[config.mk]
export PLATFORM = sky130hd
export DESIGN_NAME = acc_cpu_p
export DESIGN_NICKNAME = d
export VERILOG_FILES = /design/src/rtl/acc_cpu_pkg.sv /design/src/rtl/acc_alu.sv /design/src/rtl/acc_cpu_p.sv
export SDC_FILE = /design/constraint.sdc
export NUM_CORES = 1
export LEC_CHECK = 0
export BUFFER_PORTS_ARGS = -buffer_cell sky130_fd_sc_hd__buf_2
export CAP_MARGIN = 10
export CORE_MARGIN = 1.5
export CORE_UTILIZATION = 35
export CTS_BUF_LIST = sky130_fd_sc_hd__clkbuf_8
export DETAILED_ROUTE_END_ITERATION = 12
export PLACE_DENSITY = 0.57
export SETUP_SLACK_MARGIN = 0.1
export SLEW_MARGIN = 20
export SYNTH_ARGS = -nofsm -noshare
export SYNTH_HDL_FRONTEND = slang
export SYNTH_SLANG_ARGS = --single-unit
[constraint.sdc]
create_clock -name clk -period 2.7 [get_ports clk]
set_clock_uncertainty 0.2 [all_clocks]
set_input_delay 0.135 -clock clk [delete_from_list [all_inputs] [get_ports clk]]
set_output_delay 0.135 -clock clk [all_outputs]
set_load 0.01 [all_outputs]
[src/rtl/acc_cpu_pkg.sv]
// rtl/acc_cpu_pkg.sv - opcode constants and FSM state encoding for the accumulator CPU
package acc_cpu_pkg;

    localparam int OPW = 4;

    localparam logic [OPW-1:0] OP_NOP = 4'h0;
    localparam logic [OPW-1:0] OP_LDI = 4'h1;
    localparam logic [OPW-1:0] OP_ADD = 4'h2;
    localparam logic [OPW-1:0] OP_ADC = 4'h3;
    localparam logic [OPW-1:0] OP_SUB = 4'h4;
    localparam logic [OPW-1:0] OP_AND = 4'h5;
    localparam logic [OPW-1:0] OP_OR  = 4'h6;
    localparam logic [OPW-1:0] OP_XOR = 4'h7;
    localparam logic [OPW-1:0] OP_JMP = 4'h8;
    localparam logic [OPW-1:0] OP_JC  = 4'h9;
    localparam logic [OPW-1:0] OP_JNC = 4'hA;
    localparam logic [OPW-1:0] OP_CLC = 4'hB;
    localparam logic [OPW-1:0] OP_HLT = 4'hF;

    typedef enum logic [1:0] {
        ST_HALT  = 2'd0,
        ST_FETCH = 2'd1,
        ST_EXEC  = 2'd2
    } state_t;

endpackage

[src/rtl/acc_alu.sv]
// rtl/acc_alu.sv - combinational ALU; non-arithmetic opcodes pass the accumulator and carry through
module acc_alu
    import acc_cpu_pkg::*;
#(
    parameter int DW = 4
) (
    input  logic [OPW-1:0] op,
    input  logic [DW-1:0]  a,
    input  logic [DW-1:0]  b,
    input  logic           cin,
    output logic [DW-1:0]  y,
    output logic           cout
);

    logic [DW:0] sum;

    // result and carry per opcode; the extra MSB of sum is the carry (or borrow for SUB)
    always_comb begin
        sum  = '0;
        y    = a;
        cout = cin;
        case (op)
            OP_ADD: begin
                sum  = {1'b0, a} + {1'b0, b};
                y    = sum[DW-1:0];
                cout = sum[DW];
            end
            OP_ADC: begin
                sum  = {1'b0, a} + {1'b0, b} + {{DW{1'b0}}, cin};
                y    = sum[DW-1:0];
                cout = sum[DW];
            end
            OP_SUB: begin
                sum  = {1'b0, a} - {1'b0, b};
                y    = sum[DW-1:0];
                cout = sum[DW];
            end
            OP_AND:  y    = a & b;
            OP_OR:   y    = a | b;
            OP_XOR:  y    = a ^ b;
            OP_CLC:  cout = 1'b0;
            default: ;
        endcase
    end

endmodule

[src/rtl/acc_cpu_p.sv]
// rtl/acc_cpu_p.sv - two-cycle accumulator CPU with a writable program store
module acc_cpu_p
    import acc_cpu_pkg::*;
#(
    parameter  int DW = 4,
    parameter  int PW = 3,
    localparam int IW = OPW + PW
) (
    input  logic          clk,
    input  logic          rst,
    input  logic          run,
    input  logic          prog_we,
    input  logic [PW-1:0] prog_addr,
    input  logic [IW-1:0] prog_data,
    input  logic [DW-1:0] mux_in_data,
    input  logic [DW-1:0] alu_in_data,
    output logic [PW-1:0] pc_out,
    output logic [IW-1:0] rom_out,
    output logic [DW-1:0] reg_out,
    output logic [DW-1:0] alu_out,
    output logic          carry_out,
    output logic          halted
);

    localparam int DEPTH = 2**PW;

    logic [IW-1:0]  mem [DEPTH];
    state_t         state;
    state_t         state_nxt;
    logic [OPW-1:0] opcode;
    logic [PW-1:0]  target;
    logic           jump_taken;
    logic [DW-1:0]  alu_y;
    logic           alu_cout;

    assign opcode  = rom_out[IW-1:PW];
    assign target  = rom_out[PW-1:0];
    assign halted  = (state == ST_HALT);
    assign alu_out = alu_y;

    acc_alu #(.DW(DW)) u_alu (
        .op   (opcode),
        .a    (reg_out),
        .b    (alu_in_data),
        .cin  (carry_out),
        .y    (alu_y),
        .cout (alu_cout)
    );

    // branch decision from the instruction register and current carry
    always_comb begin
        jump_taken = 1'b0;
        case (opcode)
            OP_JMP:  jump_taken = 1'b1;
            OP_JC:   jump_taken = carry_out;
            OP_JNC:  jump_taken = ~carry_out;
            default: jump_taken = 1'b0;
        endcase
    end

    // state register
    always_ff @(posedge clk or posedge rst) begin
        if (rst) begin
            state <= ST_HALT;
        end else begin
            state <= state_nxt;
        end
    end

    // next-state: HALT waits for run, FETCH/EXEC alternate until HLT executes
    always_comb begin
        state_nxt = state;
        case (state)
            ST_HALT:  if (run) state_nxt = ST_FETCH;
            ST_FETCH: state_nxt = ST_EXEC;
            ST_EXEC:  state_nxt = (opcode == OP_HLT) ? ST_HALT : ST_FETCH;
            default:  state_nxt = ST_HALT;
        endcase
    end

    // program store: writable only while halted, cleared to NOP by reset
    always_ff @(posedge clk or posedge rst) begin
        if (rst) begin
            for (int i = 0; i < DEPTH; i++) begin
                mem[i] <= '0;
            end
        end else if (state == ST_HALT && prog_we) begin
            mem[prog_addr] <= prog_data;
        end
    end

    // datapath: FETCH loads the instruction register, EXEC commits accumulator, carry and PC
    always_ff @(posedge clk or posedge rst) begin
        if (rst) begin
            pc_out    <= '0;
            rom_out   <= '0;
            reg_out   <= '0;
            carry_out <= 1'b0;
        end else if (state == ST_FETCH) begin
            rom_out <= mem[pc_out];
        end else if (state == ST_EXEC) begin
            case (opcode)
                OP_LDI:                                        reg_out <= mux_in_data;
                OP_ADD, OP_ADC, OP_SUB, OP_AND, OP_OR, OP_XOR: reg_out <= alu_y;
                default: ;
            endcase
            carry_out <= alu_cout;
            if (opcode == OP_HLT) begin
                pc_out <= pc_out;
            end else if (jump_taken) begin
                pc_out <= target;
            end else begin
                pc_out <= pc_out + PW'(1);
            end
        end
    end

endmodule

==> results by group, run 1 <==
Outcome
  • Status: finished, violations left
  • Failing checks: negative setup slack

Place
  • Routability cong.: 0.871
  • Dpl hpwl: 6320 um
  • PortBufs: 41

STA
  • Max Slew Vio Count: 0
  • Final setup violating endpoints: 2
  • Period minus WS final: 2.77 ns
  • Fin. Hold Viols: 0
  • RSZ-0062 raised after global routing: true
  • Slew @ Worst Pin: 0.726 ns
  • Slew HR: 51.6%
  • Final worst slack: -0.0697 ns
  • Tcrit/Tclk final: 103%
  • Fmax: 0.361 GHz

Power and ir drop
  • Net Sw Frac: 37.1%
  • Clock Power Share: 16.8%
  • Final Total Pwr: 6050 uW
  • Switch Pwr: 2240 uW
  • Pleak: 0.00226 uW
  • Flop pwr share: 34.5%
  • IR drop worst, VDD: 0.556 mV
  • Combinational power share: 48.7%
  • Pint: 3810 uW
  • Cell Pwr Density: 1210 mW/mm^2

Final layout
  • Share of layout cells above drive strength 1: 41.1%
  • Syn-to-layout area delta: 21.3%
  • Antenna diode count: 0
  • Final #Nets: 446
  • Final core utilization: 43.6%

Synthesis
  • Synth warnings: 0
  • Register area share after synthesis: 44.3%
  • Avg Cell Area, Syn: 12.0 um^2
  • Asr flop ratio synth: 100%
  • Post-synth EDFFs: 0
  • Number of library cell types mapped by synthesis: 56
  • Seq cells post-synth: 73
  • Synth Instances: 342
  • Syn_nets: 382
  • Primary FF master, synth: dfrtp_1
  • Synthesized area: 0.00412 mm^2

Routing
  • Vias: 2,845
  • Number of DRC markers in iteration 0: 104
  • Via-to-Cell Ratio: 5.14
  • Final ANT Viol Nets: 0
  • Routed WL per cell: 17.5 um
  • TritonRoute pass-1 iters: 5
  • # DRC: 0
  • Drt total wl: 9700 um

Floorplan
  • Initial Utilization: 35.9%
  • Core Box Area: 0.0115 mm^2
  • Die X-Extent: 111 um
  • Die area: 0.0124 mm^2
  • Rows: 39
  • Die Y: 111 um
  • I/O Pins: 42

Clocking
  • Maximum clock insertion buffer count: 2
  • CTS Buf Count: 9
  • CTS H-tree depth: 3
  • CTS sink cnt: 73
  • Clock latency at the later pin of the worst-skew pair: 0.36 ns
  • CTS tree: built
  • Clock-pin slew on the worst setup and hold paths: 0.09 ns
  • Root buffer cell: clkbuf_8

Critical path
  • CP max FO: 5
  • R2R Setup Slk: 0.13 ns
  • WS Path Type: flop to output port
  • Arrival @ worst endpoint: 2.43 ns
  • Crit. End Element: output port
  • WP data required: 2.37 ns
  • Critical Path Start Type: flop

Global routing
  • Number of global-route vias before repair: 3,015
  • Remaining Overflow, GRT: 0
  • First-pass GRT wire length: 15,800 um
  • Gr usage total: 16.4%
  • Initial antenna violation count: 0
  • Largest net degree at the start of global routing: 74

Run
  • Max-cap viol count: 0

Hold path
  • Min-Delay Path Class: primary input to asynchronous set/reset pin
## critical path, stage by stage, from the launching register on
cell and delay [ns]:
dfrtp_1 0.42, ha_2 0.20, inv_2 0.07, fa_2 0.46
buf_6 0.14, nor3b_2 0.17, xnor3_1 0.28, a21oi_2 0.13
a21oi_1 0.07, buf_2 0.14
## logic make-up after synthesis
family,after synthesis,synth area share [%]
AO/OA/AOI/OAI,51,8.02
adder cells (fa/ha/maj),19,6.11
AND/OR/NAND/NOR,81,10.5
buffers and inverters,33,4.01
multiplexers,81,25.7
XOR/XNOR,4,1.37
flip-flops,73,44.3
## cells in the final DEF (no fill, tap or decap), types with 2 or more instances in the layout
cell / n
clkbuf_8: 11
dlygate4sd3_1: 13
bufinv_16: 2
o21ai_0: 14
dfrtp_2: 2
a21oi_2: 3
inv_2: 3
a21boi_0: 2
nor3b_1: 2
nand2b_1: 4
and3_1: 4
inv_1: 14
nor2_2: 2
nor2_1: 19
and3b_1: 2
buf_4: 12
a31oi_1: 5
o311ai_0: 2
nor2b_1: 5
mux2_2: 56
nor3_1: 2
o31ai_1: 2
nand2_1: 26
a21o_1: 2
ha_1: 12
nand3b_1: 2
buf_12: 2
nand3_1: 2
buf_2: 41
mux2i_1: 10
mux4_2: 14
inv_6: 2
dfrtp_1: 71
a21oi_1: 9
ha_2: 2
ha_4: 2
## cells in the mapped netlist (all sizes together), types with 2 or more instances
cell type / count / share of area [%]
nand3: 2 / 0.24
nand2: 26 / 2.4
and3b: 2 / 0.43
mux2: 57 / 16
nor2: 21 / 2.0
fa: 2 / 0.97
mux4: 14 / 7.7
dfrtp: 73 / 44
and3: 4 / 0.61
ha: 16 / 4.9
o21ai: 15 / 1.8
o311ai: 2 / 0.43
nor3: 2 / 0.24
nor3b: 3 / 0.55
inv: 17 / 1.5
or2: 2 / 0.30
nand2b: 5 / 0.94
xnor2: 2 / 0.43
a21oi: 12 / 1.5
clkbuf: 3 / 0.27
o31ai: 3 / 0.55
a21o: 2 / 0.36
mux2i: 10 / 2.4
a21boi: 3 / 0.55
nand3b: 2 / 0.36
a31oi: 5 / 0.76
buf: 13 / 2.2
nor2b: 5 / 0.76
## final cells by class
| cell class | instances | area (um^2) |
|---|---|---|
| Fill cell | 1092 | 6470 |
| Multi-Input combinational cell | 236 | 2210 |
| Sequential cell | 73 | 1830 |
| Timing Repair Buffer | 69 | 477 |
| Tap cell | 143 | 179 |
| Clock buffer | 11 | 151 |
| Clock inverter | 5 | 85.1 |
| Inverter | 17 | 63.8 |
## path summary, 6_finish.rpt
kind / from / endpoint / cells after the start
min reg2reg: mem[3]$_DFFE_PP0P_ / mem[3]$_DFFE_PP0P_ / 1
min in group clk: alu_in_data[3] / carry_out$_DFFE_PP0P_ / 6
max: reg_out[0]$_DFFE_PP0P_ / alu_out[3] / 9
min: rst / mem[27]$_DFFE_PP0P_ / 4
max in group asynchronous: rst / mem[4]$_DFFE_PP0P_ / 4
max reg2reg: reg_out[0]$_DFFE_PP0P_ / carry_out$_DFFE_PP0P_ / 10
## stage by stage
step           hold slack (ns)  TNS [ns]  instance area (um^2)  std cells  setup WS [ns]
5_1_grt                  0.264    -0.385                  4990        554         -0.161
4_1_cts                  0.213    -0.164                  4930        552        -0.0871
3_5_place_dp            0.0580         0                  4490        519         0.0738
3_3_place_gp            0.0498         0                  4490        519          0.179
2_1_floorplan           0.0519         0                  4120        342          0.244
6_report                 0.198   -0.0931                  4990        554        -0.0697
## power groups by stage
stage	clock, uW	sequential, uW	combinational [uW]
3_3_place_gp	0	2060	2600
2_1_floorplan	0	1940	2090
3_5_place_dp	0	2110	2670
5_1_grt	1090	2170	3240
6_report	1020	2090	2950
4_1_cts	1050	2090	2820
## routing by layer
| layer | wire length [um] | track usage [%] |
|---|---|---|
| met5 | 0 | 0 |
| met4 | 120 | 5.23 |
| met3 | 273 | 3.38 |
| met2 | 4940 | 28.3 |
| met1 | 4370 | 20.7 |
## what timing repair did
item                       4_1_cts  5_1_grt
hold endpoints to repair       134        0
setup endpoints to repair        4        6
hold buffers                    13        0
setup buffers                    4        2
pin swaps                       11        9
resized for setup               10       11
## state kept, by name, summed over array words and instances (netlist names)
register / flops
mem: 56
rom_out: 7
reg_out: 4
pc_out: 3
state: 2
carry_out: 1
Note: power is estimated with default switching activity, not from simulation.
==> run 2, diff against run 1 <==
--- a/config.mk
+++ b/config.mk
@@ -9,7 +9,6 @@
 export CAP_MARGIN = 10
 export CORE_MARGIN = 1.5
 export CORE_UTILIZATION = 35
-export CTS_BUF_LIST = sky130_fd_sc_hd__clkbuf_8
 export DETAILED_ROUTE_END_ITERATION = 12
 export PLACE_DENSITY = 0.57
 export SETUP_SLACK_MARGIN = 0.1
==> results by group, run 2 (synthesis gave the netlist of run 1 again) <==
Outcome
  • Status: finished, violations left
  • Failing checks: negative setup slack

Final layout
  • Final #Nets: 445 (-0.22%)
  • Largest regs: mem x56, rom_out x7, reg_out x4
  • Finished Layout Cells: 553 (-0.18%)
  • Commonest non-fill, non-tap cell in the layout: dfrtp_1
  • Antenna diode count: 0 (unchanged)
  • Biggest register: mem
  • Share of layout cells above drive strength 1: 41.0% (-0.14 points)
  • Largest register FFs: 56 (unchanged)
  • Most frequent cells in the layout: dfrtp_1 (71), mux2_2 (56), buf_2 (41)
  • Final core utilization: 44.2% (+0.69 points)
  • Syn-to-layout area delta: 23.2%

Routing
  • # DRC: 0 (unchanged)
  • Number of DRC markers in iteration 0: 161 (+55%)
  • Drt total wl: 9700 um (about the same)
  • Via-to-Cell Ratio: 5.14 (about the same)
  • Vias: 2,842 (-0.11%)
  • Final ANT Viol Nets: 0 (unchanged)
  • Routed WL per cell: 17.5 um (+0.11%)
  • TritonRoute pass-1 iters: 4 (-1)

Power and ir drop
  • Pint: 4090 uW (+7.3%)
  • Switch Pwr: 2280 uW (+1.5%)
  • Flop pwr share: 32.9% (-1.6 points)
  • Combinational power share: 46.0% (-2.7 points)
  • Final Total Pwr: 6360 uW (+5.2%)
  • Cell Pwr Density: 1250 mW/mm^2 (+3.5%)
  • Clock Power Share: 21.1% (+4.3 points)
  • Net Sw Frac: 35.8% (-1.3 points)
  • Pleak: 0.00231 uW (+1.9%)
  • IR drop worst, VDD: 0.554 mV (-0.38%)

Critical path
  • WS Path Type: flop to output port
  • Arrival @ worst endpoint: 2.41 ns (-0.02 ns)
  • Crit path launch: reg_out[0]$_DFFE_PP0P_
  • Worst R2R Start: reg_out[0]$_DFFE_PP0P_
  • WP data required: 2.37 ns (about the same)
  • Critical Path Start Type: flop
  • Crit. End Element: output port
  • CP max FO: 5 (unchanged)

Floorplan
  • Die X-Extent: 111 um (unchanged)
  • Rows: 39 (unchanged)
  • I/O Pins: 42 (unchanged)
  • Core Box Area: 0.0115 mm^2 (unchanged)
  • Initial Utilization: 35.9% (unchanged)
  • Die Y: 111 um (unchanged)
  • Die area: 0.0124 mm^2 (unchanged)

Clocking
  • CTS H-tree depth: 3 (unchanged)
  • Root buffer cell: clkbuf_16
  • CTS sink cnt: 73 (unchanged)
  • CTS tree: built
  • Clock-pin slew on the worst setup and hold paths: 0.06 ns (-0.03 ns)
  • CTS Buf Count: 9 (unchanged)
  • Clock latency at the later pin of the worst-skew pair: 0.34 ns (-0.02 ns)
  • Maximum clock insertion buffer count: 2 (unchanged)

STA
  • Final hold slack: 0.0180 ns (-0.180 ns)
  • Fmax: 0.365 GHz (+0.99%)
  • Slew @ Worst Pin: 0.715 ns (-0.0105 ns)
  • Final setup violating endpoints: 1 (-1)
  • Max Slew Vio Count: 0 (unchanged)
  • Period minus WS final: 2.74 ns (-0.0271 ns)
  • Fin. Hold Viols: 0 (unchanged)
  • TNS Setup: -0.0426 ns (+0.0505 ns)
  • Final worst slack: -0.0426 ns (+0.0271 ns)
  • Tcrit/Tclk final: 102% (-1.0 points)
  • Slew HR: 52.3% (+0.70 points)
  • RSZ-0062 raised after global routing: true

Place
  • Routability cong.: 0.871 (unchanged)
  • Dpl cells: 519 (unchanged)
  • Dpl hpwl: 6320 um (unchanged)
  • PortBufs: 41 (unchanged)

Global routing
  • Initial antenna violation count: 0 (unchanged)
  • Number of global-route vias before repair: 3,012 (-0.10%)
  • Gr usage total: 16.4% (+0.033 points)
  • Largest net degree at the start of global routing: 74 (unchanged)
  • First-pass GRT wire length: 15,900 um (+0.44%)
  • Remaining Overflow, GRT: 0 (unchanged)

Hold path
  • Worst Hold Launch: mux_in_data[2]
  • Min-Delay Path Class: primary input to flop

Run
  • Max-cap viol count: 0 (unchanged)
run 2: cell count changes in the layout (fill, tap and decap cells not counted):
cell / delta
clkbuf_16: +9
clkbuf_8: -9
dlygate4sd3_1: -1
ha_1: +1
ha_4: -1
o21ai_0: +1
o21ai_1: -1
run 2: repair_timing:
action,4_1_cts,5_1_grt
pin swaps,11,6
setup buffers,4,2
gates cloned,0,0
setup endpoints to repair,4,6
resized for setup,9,10
hold buffers,12,0
endpoints found under the hold margin,133,0
run 2: area by class of cell:
type | instances | area, um^2
clock buffer | 11 | 253
sequential | 73 | 1830
timing repair buffer | 68 | 467
fill | 1078 | 6390
tap | 143 | 179
multi-input combinational | 236 | 2200
inverter | 17 | 63.8
clock inverter | 5 | 85.1
run 2: critical path, stage by stage (launching register included):
cell and delay (ns):
dfrtp_1 0.41, ha_2 0.20, inv_2 0.07, fa_2 0.46, buf_6 0.14, nor3b_2 0.17
xnor3_1 0.28, a21oi_2 0.13, a21oi_1 0.07, buf_2 0.14
run 2: final timing paths:
| check | end | slack [ns] | depth (start not counted) |
|---|---|---|---|
| worst min register to register | mem[18]$_DFFE_PP0P_ | 0.30 | 1 |
| min in group asynchronous | mem[27]$_DFFE_PP0P_ | 0.22 | 4 |
| worst max register to register | carry_out$_DFFE_PP0P_ | 0.13 | 10 |
| worst max-delay path | alu_out[3] | -0.04 | 9 |
| worst min-delay path | reg_out[2]$_DFFE_PP0P_ | 0.02 | 4 |
| max in group asynchronous | mem[23]$_DFFE_PP0P_ | 1.74 | 4 |
run 2: power by group through the flow:
stage | registers (uW) | clock network [uW] | logic (uW)
after floorplan | 1940 | 0 | 2090
after global placement | 2060 | 0 | 2600
after detailed placement | 2110 | 0 | 2670
after CTS | 2090 | 1380 | 2810
after global routing | 2180 | 1420 | 3220
final | 2090 | 1340 | 2930
run 2: routing by layer:
metal  GRT usage [%]  routed length (um)
met2            28.4                4860
met1            20.7                4370
met3            3.21                 304
met4            5.23                 154
met5               0                   0
run 2: per-stage QoR:
step                      setup slack, ns  cell area [um^2]
after detailed placement           0.0738              4490
after global routing               -0.122              5070
after global placement              0.179              4490
after floorplan                     0.244              4120
after CTS                         -0.0511              5010
final                             -0.0426              5070
==> run 3, diff against run 2 <==
--- a/config.mk
+++ b/config.mk
@@ -8,9 +8,9 @@
 export BUFFER_PORTS_ARGS = -buffer_cell sky130_fd_sc_hd__buf_2
 export CAP_MARGIN = 10
 export CORE_MARGIN = 1.5
-export CORE_UTILIZATION = 35
+export CORE_UTILIZATION = 28
 export DETAILED_ROUTE_END_ITERATION = 12
-export PLACE_DENSITY = 0.57
+export PLACE_DENSITY = 0.49
 export SETUP_SLACK_MARGIN = 0.1
 export SLEW_MARGIN = 20
 export SYNTH_ARGS = -nofsm -noshare
==> results by group, run 3 (synthesis gave the netlist of run 1 again) <==
Outcome
  • Status: finished, violations left
  • Failing checks: negative setup slack

Final layout
  • Finished Layout Cells: 595 (+7.6%)
  • Reg area: 0.00183 mm^2 (-0.14%)
  • Syn-to-layout area delta: 23.8%
  • Final #Nets: 446 (+0.22%)
  • Biggest register: mem
  • Fill count: 1,472 (+37%)
  • Commonest non-fill, non-tap cell in the layout: dfrtp_1
  • Multi-input logic area: 0.00220 mm^2 (+0.17%)
  • Share of layout cells above drive strength 1: 40.9% (-0.10 points)
  • Antenna diode count: 0 (unchanged)
  • Largest regs: mem x56, rom_out x7, reg_out x4
  • Most frequent cells in the layout: dfrtp_1 (73), mux2_2 (56), buf_2 (41)
  • Largest register FFs: 56 (unchanged)

Place
  • Dpl hpwl: 6770 um (+7.1%)
  • Routability cong.: 0.790 (-9.3%)
  • PortBufs: 41 (unchanged)
  • Dpl cells: 561 (+8.1%)

Routing
  • Met3 wire len: 297 um (-2.3%)
  • WL met2: 4520 um (-7.1%)
  • # DRC: 0 (unchanged)
  • TritonRoute pass-1 iters: 4 (unchanged)
  • Vias: 2,833 (-0.32%)
  • WL met1: 4910 um (+12%)
  • Drt total wl: 9820 um (+1.2%)
  • Via-to-Cell Ratio: 4.76 (-7.4%)
  • Routed WL per cell: 16.5 um (-5.9%)
  • Highest routed metal layer: met4
  • Number of DRC markers in iteration 0: 127 (-21%)
  • Final ANT Viol Nets: 0 (unchanged)

STA
  • TNS Setup: -0.00544 ns (+0.0371 ns)
  • Max Slew Vio Count: 0 (unchanged)
  • Final setup violating endpoints: 1 (unchanged)
  • Slew @ Worst Pin: 0.703 ns (-0.0122 ns)
  • Tcrit/Tclk final: 100% (-1.4 points)
  • Final worst slack: -0.00544 ns (+0.0371 ns)
  • Slew HR: 53.1% (+0.74 points)
  • Period minus WS final: 2.71 ns (-0.0371 ns)
  • RSZ-0062 raised after global routing: true
  • Fmax: 0.370 GHz (+1.4%)
  • Fin. Hold Viols: 0 (unchanged)

Global routing
  • Largest net degree at the start of global routing: 46 (-38%)
  • First-pass GRT wire length: 16,300 um (+2.5%)
  • Remaining Overflow, GRT: 0 (unchanged)
  • Number of global-route vias before repair: 3,001 (-0.37%)
  • Gr usage total: 13.4% (-3.0 points)
  • Initial antenna violation count: 0 (unchanged)

Critical path
  • Crit. End Element: output port
  • Arrival @ worst endpoint: 2.37 ns (-0.04 ns)
  • WP data required: 2.37 ns (about the same)
  • Critical Path Start Type: flop
  • CP max FO: 2 (-3)
  • WS Path Type: flop to output port
  • R2R depth: 10 (unchanged)

Clocking
  • Clock-pin slew on the worst setup and hold paths: 0.06 ns (about the same)
  • CTS Buf Count: 9 (unchanged)
  • Clock latency at the later pin of the worst-skew pair: 0.33 ns (about the same)
  • CTS H-tree depth: 3 (unchanged)
  • CTS sink cnt: 73 (unchanged)
  • Maximum clock insertion buffer count: 2 (unchanged)
  • Root buffer cell: clkbuf_16
  • CTS tree: built

Floorplan
  • Die X-Extent: 124 um (+11%)
  • Die area: 0.0154 mm^2 (+24%)
  • Core Box Area: 0.0144 mm^2 (+26%)
  • Initial Utilization: 28.6% (-7.4 points)
  • Die Y: 124 um (+11%)
  • I/O Pins: 42 (unchanged)
  • Rows: 44 (+13%)

Power and ir drop
  • Cell Pwr Density: 1220 mW/mm^2 (-2.4%)
  • Clock Power Share: 20.0% (-1.1 points)
  • Net Sw Frac: 36.2% (+0.45 points)
  • Flop pwr share: 32.4% (-0.5 points)
  • Combinational power share: 47.7% (+1.7 points)
  • Switch Pwr: 2260 uW (-0.70%)
  • Pleak: 0.00230 uW (-0.42%)
  • IR drop worst, VDD: 0.451 mV (-19%)
  • Pint: 3980 uW (-2.6%)

Hold path
  • Min-Delay Path Class: primary input to flop
  • Worst Hold Depth: 4 (unchanged)

Run
  • Max-cap viol count: 0 (unchanged)
==> run 3: cell count changes in the layout (fill, tap and decap cells not counted), moves of 2 or more <==
cell,before,now
dfrtp_2,2,0
o21ai_1,0,2
o311ai_0,2,0
buf_4,12,14
o311ai_1,0,2
dfrtp_1,71,73
inv_1,14,12
o21ai_0,15,13
ha_4,1,3
==> run 3: per-stage QoR <==
stage	power (uW)	util (%)	hold WS, ns	setup WS [ns]	instance area [um^2]
finish	6240	35.3	0.0395	-0.00544	5100
global route	6740	35.3	0.0529	-0.131	5100
CTS	6290	35.2	0.0218	-0.0251	5080
detailed placement	4800	31.5	0.0989	0.167	4540
global placement	4730	31.5	0.0965	0.203	4540
floorplan	4020	-	0.0519	0.244	4120
==> run 3: worst paths after layout <==
check / from / endpoint / slack (ns)
max reg2reg: reg_out[0]$_DFFE_PP0P_ / carry_out$_DFFE_PP0P_ / 0.24
min: mux_in_data[2] / reg_out[2]$_DFFE_PP0P_ / 0.04
max: reg_out[0]$_DFFE_PP0P_ / alu_out[3] / -0.005
min reg2reg: mem[3]$_DFFE_PP0P_ / mem[3]$_DFFE_PP0P_ / 0.29
min in group asynchronous: rst / pc_out[0]$_DFFE_PP0P_ / 0.27
max in group asynchronous: rst / mem[17]$_DFFE_PP0P_ / 1.35
==> run 3: power groups by stage <==
stage,Clock (uW),Sequential [uW],Combinational [uW]
after floorplan,0,1940,2090
after global placement,0,2000,2730
after detailed placement,0,2040,2750
after CTS,1280,2020,2980
after global routing,1320,2100,3310
final,1250,2020,2980
==> run 3: layout make-up <==
cell class / instances / area share (%)
Clock buffer: 11 / 4.96
Clock inverter: 5 / 1.18
Inverter: 17 / 1.30
Multi-Input combinational cell: 236 / 43.2
Sequential cell: 73 / 35.8
Tap cell: 184 / 4.52
Timing Repair Buffer: 69 / 9.06
==> run 3: layer usage <==
| layer | GRT usage (%) | up-vias |
|---|---|---|
| met1 | 18.9 | 1417 |
| met2 | 20.9 | 47 |
| li1 | - | 1361 |
| met3 | 2.71 | 8 |
| met4 | 3.79 | 0 |
| met5 | 0 | - |
==> run 3: what timing repair did <==
action / 4_1_cts / 5_1_grt
gates resized for setup: 17 / 6
buffers inserted: 6 / 0
pin swaps: 12 / 7
setup endpoints to repair: 4 / 6
hold buffers: 12 / 0
endpoints found under the hold margin: 88 / 0
==> run 3: critical path, stage by stage, from the launching register on <==
cell and delay (ns):
dfrtp_1 0.39, ha_2 0.19, inv_2 0.06, fa_2 0.45, buf_6 0.13, nor3b_2 0.17, xnor3_1 0.26, a21oi_1 0.15
a21oi_1 0.09, buf_2 0.15
